===== src/rtl/ysyx_24090003_regfile_sb_if.sv =====
// Register-file / scoreboard bus: two read ports, issue claim, writeback and flush.
// master = pipeline side, slave = register file.
interface ysyx_24090003_regfile_sb_if #(
  parameter int unsigned XLEN = 32,
  parameter int unsigned NREG = 32
);
  localparam int unsigned AW = $clog2(NREG);

  logic [AW-1:0]   rs1_addr;
  logic [AW-1:0]   rs2_addr;
  logic [XLEN-1:0] rs1_data;
  logic [XLEN-1:0] rs2_data;
  logic            rs1_busy;
  logic            rs2_busy;

  logic            iss_valid;
  logic [AW-1:0]   iss_rd;
  logic            iss_ready;

  logic            wb_valid;
  logic [AW-1:0]   wb_rd;
  logic [XLEN-1:0] wb_data;

  logic            flush;
  logic            sb_err;

  modport master (
    output rs1_addr, rs2_addr, iss_valid, iss_rd, wb_valid, wb_rd, wb_data, flush,
    input  rs1_data, rs2_data, rs1_busy, rs2_busy, iss_ready, sb_err
  );

  modport slave (
    input  rs1_addr, rs2_addr, iss_valid, iss_rd, wb_valid, wb_rd, wb_data, flush,
    output rs1_data, rs2_data, rs1_busy, rs2_busy, iss_ready, sb_err
  );
endinterface


===== src/rtl/ysyx_24090003_regfile_sb.sv =====
// General-purpose register file with a per-register busy scoreboard.
// x0 reads zero, is never written and is never busy.
module ysyx_24090003_regfile_sb #(
  parameter int unsigned XLEN   = 32,
  parameter int unsigned NREG   = 32,
  parameter int unsigned BYPASS = 1
) (
  input  logic                            cpu_clk,
  input  logic                            cpu_rst_n,
  ysyx_24090003_regfile_sb_if.slave       rf_bus
);
  localparam int unsigned AW        = $clog2(NREG);
  localparam bit          UseBypass = (BYPASS != 0);

  logic [XLEN-1:0] gpr_q [NREG];
  logic [NREG-1:0] busy_q, busy_d;
  logic            sb_err_q, sb_err_d;
  logic            flush_q;

  logic            wb_en;
  logic            claim;
  logic            fwd1, fwd2;
  logic            wb_hit1, wb_hit2;

  // Writeback and claim qualification; a claim on x0 is accepted but marks nothing.
  always_comb begin
    wb_en = rf_bus.wb_valid & (rf_bus.wb_rd != '0);
    rf_bus.iss_ready = ~rf_bus.flush &
                       ((rf_bus.iss_rd == '0) | ~busy_q[rf_bus.iss_rd] |
                        (rf_bus.wb_valid & (rf_bus.wb_rd == rf_bus.iss_rd)));
    claim = rf_bus.iss_valid & rf_bus.iss_ready & (rf_bus.iss_rd != '0);
  end

  // Scoreboard next state: clear on writeback, then set on claim so a new producer wins.
  always_comb begin
    busy_d = busy_q;
    if (rf_bus.flush) begin
      busy_d = '0;
    end else begin
      if (rf_bus.wb_valid) busy_d[rf_bus.wb_rd] = 1'b0;
      if (claim)           busy_d[rf_bus.iss_rd] = 1'b1;
    end
    busy_d[0] = 1'b0;
  end

  // Sticky error on a writeback nobody claimed; writebacks right after a flush are expected.
  always_comb begin
    sb_err_d = sb_err_q | (wb_en & ~busy_q[rf_bus.wb_rd] & ~flush_q);
  end

  // Register array; x0 stays at its reset value forever.
  always_ff @(posedge cpu_clk or negedge cpu_rst_n) begin
    if (!cpu_rst_n) begin
      for (int i = 0; i < int'(NREG); i++) gpr_q[i] <= '0;
    end else if (wb_en) begin
      gpr_q[rf_bus.wb_rd] <= rf_bus.wb_data;
    end
  end

  // Scoreboard, error flag and flush history.
  always_ff @(posedge cpu_clk or negedge cpu_rst_n) begin
    if (!cpu_rst_n) begin
      busy_q   <= '0;
      sb_err_q <= 1'b0;
      flush_q  <= 1'b0;
    end else begin
      busy_q   <= busy_d;
      sb_err_q <= sb_err_d;
      flush_q  <= rf_bus.flush;
    end
  end

  // Read ports; forwarding is held off during reset so outputs show the cleared state.
  always_comb begin
    wb_hit1 = UseBypass & rf_bus.wb_valid & (rf_bus.wb_rd == rf_bus.rs1_addr);
    wb_hit2 = UseBypass & rf_bus.wb_valid & (rf_bus.wb_rd == rf_bus.rs2_addr);
    fwd1    = wb_hit1 & wb_en & cpu_rst_n;
    fwd2    = wb_hit2 & wb_en & cpu_rst_n;

    rf_bus.rs1_data = fwd1 ? rf_bus.wb_data : gpr_q[rf_bus.rs1_addr];
    rf_bus.rs2_data = fwd2 ? rf_bus.wb_data : gpr_q[rf_bus.rs2_addr];
    rf_bus.rs1_busy = busy_q[rf_bus.rs1_addr] & ~wb_hit1;
    rf_bus.rs2_busy = busy_q[rf_bus.rs2_addr] & ~wb_hit2;
    rf_bus.sb_err   = sb_err_q;
  end
endmodule


===== src/flat_wrapper.sv =====
// flat-port wrapper written by rule: the top's interface ports become plain ports
module ysyx_24090003_regfile_sb_flat 
#(
  parameter int unsigned XLEN   = 32,
  parameter int unsigned NREG   = 32,
  parameter int unsigned BYPASS = 1
)
  (cpu_clk, cpu_rst_n, rf_bus_rs1_addr, rf_bus_rs2_addr, rf_bus_iss_valid, rf_bus_iss_rd, rf_bus_wb_valid, rf_bus_wb_rd, rf_bus_wb_data, rf_bus_flush, rf_bus_rs1_data, rf_bus_rs2_data, rf_bus_rs1_busy, rf_bus_rs2_busy, rf_bus_iss_ready, rf_bus_sb_err);
  ysyx_24090003_regfile_sb_if #(.XLEN(XLEN), .NREG(NREG)) rf_bus_i ();
  input  logic cpu_clk;
  input  logic cpu_rst_n;
  input wire logic [$bits(rf_bus_i.rs1_addr)-1:0] rf_bus_rs1_addr;
  input wire logic [$bits(rf_bus_i.rs2_addr)-1:0] rf_bus_rs2_addr;
  input wire logic [$bits(rf_bus_i.iss_valid)-1:0] rf_bus_iss_valid;
  input wire logic [$bits(rf_bus_i.iss_rd)-1:0] rf_bus_iss_rd;
  input wire logic [$bits(rf_bus_i.wb_valid)-1:0] rf_bus_wb_valid;
  input wire logic [$bits(rf_bus_i.wb_rd)-1:0] rf_bus_wb_rd;
  input wire logic [$bits(rf_bus_i.wb_data)-1:0] rf_bus_wb_data;
  input wire logic [$bits(rf_bus_i.flush)-1:0] rf_bus_flush;
  output wire logic [$bits(rf_bus_i.rs1_data)-1:0] rf_bus_rs1_data;
  output wire logic [$bits(rf_bus_i.rs2_data)-1:0] rf_bus_rs2_data;
  output wire logic [$bits(rf_bus_i.rs1_busy)-1:0] rf_bus_rs1_busy;
  output wire logic [$bits(rf_bus_i.rs2_busy)-1:0] rf_bus_rs2_busy;
  output wire logic [$bits(rf_bus_i.iss_ready)-1:0] rf_bus_iss_ready;
  output wire logic [$bits(rf_bus_i.sb_err)-1:0] rf_bus_sb_err;
  assign rf_bus_i.rs1_addr = rf_bus_rs1_addr;
  assign rf_bus_i.rs2_addr = rf_bus_rs2_addr;
  assign rf_bus_i.iss_valid = rf_bus_iss_valid;
  assign rf_bus_i.iss_rd = rf_bus_iss_rd;
  assign rf_bus_i.wb_valid = rf_bus_wb_valid;
  assign rf_bus_i.wb_rd = rf_bus_wb_rd;
  assign rf_bus_i.wb_data = rf_bus_wb_data;
  assign rf_bus_i.flush = rf_bus_flush;
  assign rf_bus_rs1_data = rf_bus_i.rs1_data;
  assign rf_bus_rs2_data = rf_bus_i.rs2_data;
  assign rf_bus_rs1_busy = rf_bus_i.rs1_busy;
  assign rf_bus_rs2_busy = rf_bus_i.rs2_busy;
  assign rf_bus_iss_ready = rf_bus_i.iss_ready;
  assign rf_bus_sb_err = rf_bus_i.sb_err;
  ysyx_24090003_regfile_sb #(.XLEN(XLEN), .NREG(NREG), .BYPASS(BYPASS)) u_core (.cpu_clk(cpu_clk), .cpu_rst_n(cpu_rst_n), .rf_bus(rf_bus_i));
endmodule

===== config.mk =====
export PLATFORM = sky130hd
export DESIGN_NAME = ysyx_24090003_regfile_sb_flat
export DESIGN_NICKNAME = d
export VERILOG_FILES = /design/src/rtl/ysyx_24090003_regfile_sb_if.sv /design/src/rtl/ysyx_24090003_regfile_sb.sv /design/src/flat_wrapper.sv
export SDC_FILE = /design/constraint.sdc
export NUM_CORES = 2
export LEC_CHECK = 0
export BUFFER_PORTS_ARGS = -buffer_cell sky130_fd_sc_hd__buf_2
export CORE_MARGIN = 2
export CORE_UTILIZATION = 68
export DETAILED_ROUTE_END_ITERATION = 8
export MAX_ROUTING_LAYER = met4
export PLACE_DENSITY = 0.86
export REMOVE_ABC_BUFFERS = 1
export SYNTH_ARGS = -nofsm -noshare
export SYNTH_HDL_FRONTEND = slang
export SYNTH_SLANG_ARGS = --single-unit
export TNS_END_PERCENT = 50

===== constraint.sdc =====
create_clock -name cpu_clk -period 5.6 [get_ports cpu_clk]
set_input_delay 0.56 -clock cpu_clk [delete_from_list [all_inputs] [get_ports cpu_clk]]
set_output_delay 0.56 -clock cpu_clk [all_outputs]
set_load 0.05 [all_outputs]

### After elaboration in Yosys (flattened, before gate mapping)

Cells that the tools add are included.

| operators by class | value |
|---|---|
| add/sub/neg operators | 0 |
| reductions and logical operators | 6 |
| magnitude comparators | 10 |
| shifts and indexed selects | 0 |
| eq/ne operators | 3 |
| mux-type cells | 27 |
| div/mod/pow operators | 0 |
| bitwise logic cells | 30 |
| $mul | 0 |

Operators by type and width:

| operator | number |
|---|---|
| 1024-bit bitwise mux | 1 |
| 32-bit two-way mux | 11 |
| 32-bit binary-select mux with 5-bit select | 2 |
| 32-bit demux with 5-bit select | 1 |
| 32-bit AND | 1 |
| 32-bit NOT | 1 |
| 32-bit bitwise OR | 1 |
| 5-bit by 6-bit < comparator with 1-bit output (second input constant) | 4 |
| 1-bit binary-select mux with 5-bit select | 4 |
| 6-bit >= comparator (second input constant) | 3 |
| 5-bit NOT with 6-bit output | 3 |
| 1-bit AND | 15 |
| 5-bit == test | 3 |
| 1-bit demux with 5-bit select | 2 |
| 5-bit by 1-bit >= comparator with 1-bit output (second input constant) | 2 |
| 5-bit nonzero test | 2 |
| 6-bit by 1-bit < comparator with 1-bit output (second input constant) | 1 |
| 1-bit two-way mux | 6 |
| 1-bit NOT | 6 |
| 5-bit zero test | 1 |
| 1-bit logical AND | 3 |
| 1-bit bitwise OR | 3 |

| storage, ports and cells | value |
|---|---|
| output and inout port bits | 68 |
| memories kept | 0 |
| word-level logic and storage cells | 111 |
| latch bits | 0 |
| input port bits | 57 |
| memory bits (read-only) | 0 |
| memory bits (writable) | 0 |
| flip-flop bits (word level) | 1,057 |

### Depth between registers and ports, before layout

| logic depth | value |
|---|---|
| word-level depth | 11 |
| gate-level depth with buffers | 9 |
| gate-level depth less buffers | 6 |

### Worst setup path after synthesis

Ideal clock, no wire load.

| timing | value |
|---|---|
| path type | in2out |
| from | in rf_bus_rs1_addr[2] |
| to | out rf_bus_rs1_data[31] |
| data required time | 5,040 ps |
| setup slack | 1,995 ps |
| buffers on the path | 3 |
| data arrival time | 3,045 ps |
| stages | 8 |
| cells stage by stage | buf_2 > clkbuf_1 > buf_1 > mux4_2 > mux4_2 > nor2b_1 > a21oi_1 > o21ai_0 |

| on the way | value |
|---|---|
| cells in the longest elaborated chain, start to end | 5 |
| elaborated cells between the ends (all ways) | 9 |
| classes of those cells | eq/ne (1); mux (4); bitwise (4) |

Ends and longest elaborated chain:

| what | line | text |
|---|---|---|
| start: declaration | flat_wrapper.sv:12 | `input wire logic [$bits(rf_bus_i.rs1_addr)-1:0] rf_bus_rs1_addr;` |
| 5-bit NOT with 6-bit output (implied by the code) or 5-bit == test (tied branches) | ysyx_24090003_regfile_sb.sv:80, ysyx_24090003_regfile_sb.sv:75 |  |
| 32-bit binary-select mux with 5-bit select or 1-bit AND (tied branches) | ysyx_24090003_regfile_sb.sv:80, ysyx_24090003_regfile_sb.sv:75 |  |
| 32-bit two-way mux (implied by the code) or 1-bit AND (tied branches) (2 in a row) | ysyx_24090003_regfile_sb.sv:80, ysyx_24090003_regfile_sb.sv:77 |  |
| 32-bit two-way mux * | ysyx_24090003_regfile_sb.sv:80 | `rf_bus.rs1_data = fwd1 ? rf_bus.wb_data : gpr_q[rf_bus.rs1_addr];` |
| end: declaration | flat_wrapper.sv:20 | `output wire logic [$bits(rf_bus_i.rs1_data)-1:0] rf_bus_rs1_data;` |

Every way passes the cells marked *; elsewhere a longest branch is shown, timed or not. The select of a mux whose other input is x is not followed.

### Worst setup path in the final report

| timing | value |
|---|---|
| from | in cpu_rst_n |
| to | out rf_bus_rs1_data[11] |

| on the way | value |
|---|---|
| cells in the longest elaborated chain, start to end | 2 |

Ends and longest elaborated chain:

| what | line | text |
|---|---|---|
| start: declaration | flat_wrapper.sv:11 | `input logic cpu_rst_n;` |
| 1-bit AND | ysyx_24090003_regfile_sb.sv:77 | `fwd1 = wb_hit1 & wb_en & cpu_rst_n;` |
| 32-bit two-way mux | ysyx_24090003_regfile_sb.sv:80 |  |

Every way passes these cells.

==> flow_summary.rst <==
.. list-table::
   :header-rows: 1

   * - Metric
     - Value
   * - Gp weighted congestion
     - about 0.9
   * - Synthesized flop and latch total
     - approximately 1.1k
   * - Number of buffer and inverter instances along the worst setup path
     - 4
   * - Compound-Gate Fraction of Synth Area
     - 0.01557
   * - Area share of the largest cell type after synthesis
     - 0.4624
   * - Total net switching power
     - 6.438 mW
   * - Final Total Pwr
     - roughly 23 mW
   * - Post-Synth XOR/XNOR Area
     - 0.002297
   * - Final critical-path required period
     - between 4 and 5 ns
   * - Largest driver fanout on the critical path
     - 89
   * - Maximum frequency from static timing analysis
     - 239.1 MHz
   * - Clk pwr share
     - 0.330
   * - Fillers
     - about 4.6k
   * - Number of sinks handled by clock tree synthesis
     - ~1.1k
   * - Total power density per cell area
     - ~370 mW/mm^2
   * - Worst hold slack across all endpoints
     - 0.2920 ns
   * - Largest vdd supply drop
     - about 0.30 mV
   * - Mean routed wirelength per cell
     - between 30 and 40 um
   * - Horizontal extent of the die
     - slightly below 300 um
   * - Worst Max-Slew Pin Slew
     - between 1 and 1.5 ns
   * - Clock buffers created by TritonCTS
     - 107
   * - Share of synthesized flip-flops with an asynchronous set or reset
     - 1.000
   * - Mean post-synth cell area
     - approximately 16 um^2
   * - Sequential Area
     - 0.02645 mm^2
   * - Post_cts resized
     - 0
   * - Iteration-0 DRC count of the detailed router
     - 4823
   * - Worst-case register-to-register setup slack
     - about 3.2 ns
   * - Clock-pin slew reported for the worst setup and hold paths after clock tree synthesis
     - approximately 0.06 ns
   * - Startpoint kind of the worst setup timing path
     - input pin
   * - Yosys cell types
     - between 40 and 50
   * - Wire length after detailed routing
     - 163000 um
   * - Aggregate negative setup slack
     - 0 ns
   * - NumNets Final
     - roughly 3.6k
   * - Setup ws final
     - 1.418 ns
   * - Utilization after layout
     - 0.7444
   * - Detailed-route vias per instance
     - slightly below 8
   * - Seq/Total Area, Yosys
     - 0.4624
   * - Worst hold path startpoint
     - rf_bus_flush
   * - CTS H-Tree Depth
     - 3
   * - Switching share of power
     - 0.2824
   * - Root cell of the clock tree
     - sky130_fd_sc_hd__clkbuf_16
   * - Combined area of the multi-input logic cells
     - slightly below 0.03 mm^2
   * - Core region area
     - around 0.083 mm^2
   * - Kind of cell adding the most delay to the critical path
     - buffers and inverters
   * - DRC violation count after routing
     - 0
   * - Worst EP arrival
     - 3.62 ns
   * - Worst clock skew
     - approximately 0.0033 ns
   * - IO Pins
     - 125
   * - Most frequently used flop master after synthesis
     - sky130_fd_sc_hd__dfrtp_1
   * - Worst slack after detailed placement
     - approximately 1.5 ns
   * - Dominant combinational cell family by area after synthesis
     - multiplexers
   * - Beginning of the worst register-to-register path
     - u_core.busy_q[6]
   * - Most frequent cells in the layout
     - sky130_fd_sc_hd__dfrtp_1 (1057), sky130_fd_sc_hd__mux2_2 (1003), sky130_fd_sc_hd__mux4_2 (662)
   * - Total of warnings raised by yosys
     - 0
   * - Leading cell type in the layout, fill and taps excluded
     - sky130_fd_sc_hd__dfrtp_1
   * - Cell at the slowest stage of the critical path
     - sky130_fd_sc_hd__and3_4
   * - Max Cap Viol
     - 0
   * - Relative slew slack
     - 0.1313
   * - End point of the worst hold path
     - u_core.flush_q
   * - Final count of negative-setup-slack endpoints
     - 0
   * - RSZ-0062 raised after global routing
     - no
   * - Path category of the worst min-delay check
     - in -> reg
   * - Overall track demand over capacity in global routing
     - 0.4009
   * - Number of flops mapped to enable cells by yosys
     - 0
   * - Combinational fraction of design power
     - 0.223
   * - Number of antenna-violating nets in the routed design
     - 0
   * - Cell types with the largest area share after synthesis
     - sky130_fd_sc_hd__dfrtp_1 (46%), sky130_fd_sc_hd__mux4_2 (26%), sky130_fd_sc_hd__mux2_2 (20%)
   * - Layout cell share with drive strength beyond 1
     - 0.5816
   * - Peak per-stage delay on the critical path
     - 0.80 ns
   * - Number of cells on the worst hold path
     - 1
   * - Multiplexer fraction of the synthesized cell area
     - 0.4665
   * - Initial Util
     - 0.6857
   * - Clk Latency, worst-skew pair
     - 0.68 ns
   * - Required arrival time at the worst endpoint
     - between 5 and 6 ns
   * - Area Overhead vs Synth
     - 8.557%
   * - Critical-path cell list
     - dlygate4sd3_1, buf_8, and3_4, buf_4, nand2_1, o21ai_1, buf_2
   * - Post-CTS repair timing setup buffer count
     - 0
   * - Number of hold violations in the final report
     - 0
   * - Final Slew Violations
     - 0
   * - Internal power component
     - between 15 and 20 mW
   * - TritonCTS clock tree
     - built
   * - Flop pwr share
     - 0.447
   * - Worst setup startpoint
     - cpu_rst_n
   * - Number of cells produced by synthesis
     - 3610
   * - Maximum number of pins on one net before global-route repair
     - 200
   * - Die area
     - approximately 0.086 mm^2
   * - HPWL Detailed
     - approximately 90000 um
   * - Period utilisation layout
     - 0.7468
   * - R2R cell count
     - 6
   * - Status
     - completed
   * - Number of vias after detailed routing
     - ~36k
   * - Core Rows
     - 106
   * - Buffers on Ports
     - between 100 and 150
   * - Post-synthesis cell type with the largest combined area
     - sky130_fd_sc_hd__dfrtp_1
   * - Number of optimization iterations in the first detailed-route pass
     - 6
   * - Y dimension of the die
     - 294.0 um
   * - Wire length of the first global-routing pass
     - about 250000 um
   * - Post-Synth Adder-Cell Area
     - 0
   * - CP Capture Type
     - output port
   * - Via count of the first global-routing pass
     - approximately 38k
   * - Number of antenna violations at the first check in global routing
     - 7
   * - Critical path class
     - in -> out
   * - Worst reg2reg endpoint
     - u_core.busy_q[6]
   * - Global-route congestion overflow total
     - 0
   * - Combined area of all synthesized cells
     - between 0.05 and 0.06 mm^2
   * - Simple-Gate Fraction of Synth Area
     - 0.02152
   * - Deepest clock path buffer count
     - 3
   * - Lkg Pwr
     - 26.40 nW
cell type report:
class,instances,area share
Timing Repair Buffer,203,0.02400
Multi-Input combinational cell,2122,0.4687
Clock inverter,43,0.009450
Inverter,4,0.0002418
Antenna cell,6,0.0002418
Clock buffer,154,0.04969
Sequential cell,1057,0.4260
Tap cell,1080,0.02176
registers in the layout (all words and copies together), names as in the netlist:
name / cells
u_core.busy_q: 31
u_core.gpr_q: 1024
u_core.rf_bus.sb_err: 1
u_core.flush_q: 1
power groups by stage:
stage               sequential, mW  combinational (mW)  clock, mW
finish                        10.2                5.08       7.53
CTS                           10.1                5.08       7.55
floorplan                     9.79                3.69          0
global placement              9.98                4.83          0
detailed placement            10.2                5.02          0
global route                  10.3                5.34       7.88
through the flow:
| stage | cells | instance area [um^2] |
|---|---|---|
| 2_1_floorplan | 3183 | 55400 |
| 3_3_place_gp | 4465 | 58400 |
| 3_5_place_dp | 4465 | 58400 |
| 4_1_cts | 4663 | 62080 |
| 5_1_grt | 4669 | 62100 |
| 6_report | 4669 | 62100 |
cells by family (layout without fill, tap and decap cells):
kind of cell / count (synthesis) / after routing
muxes: 1713 / 1713
DFF: 1057 / 1057
buffers and inverters: 431 / 404
and+or+nand+nor: 242 / 242
AOI/OAI and AO/OA: 152 / 152
xor gates and xnor gates: 15 / 15
other: 0 / 6
repair_timing:
item	4_1_cts	5_1_grt
endpoints found under the setup margin	0	0
endpoints found under the hold margin	81	0
hold buffers	1	0
per-layer routing:
metal | vias to the layer above | share of wire | GRT usage
met4 | 0 | 0.056 | 0.2035
met1 | 19370 | 0.35 | 0.5192
met2 | 2530 | 0.48 | 0.5925
li1 | 13820 | - | -
met3 | 591 | 0.11 | 0.1087
met5 | - | 0 | -
cell usage after synthesis, drive strengths merged (21+ instances only):
| library cell | n |
|---|---|
| mux2i | 48 |
| a21oi | 33 |
| dfrtp | 1057 |
| nor2 | 27 |
| nand2 | 100 |
| buf | 186 |
| mux2 | 1003 |
| mux4 | 662 |
| clkbuf | 241 |
| o21ai | 77 |
| nand3b | 21 |
| nor2b | 39 |
worst max-delay path by stage:
| stage | end | cells past startpoint |
|---|---|---|
| 4_1_cts | rf_bus_rs1_data[11] | 7 |
| 3_3_place_gp | rf_bus_rs2_data[18] | 8 |
| 5_1_grt | rf_bus_rs1_data[11] | 7 |
| 6_report | rf_bus_rs1_data[11] | 7 |
| 2_1_floorplan | rf_bus_rs1_data[31] | 5 |
| 3_5_place_dp | rf_bus_rs2_data[30] | 8 |
Note: power is estimated with default switching activity, not from simulation.
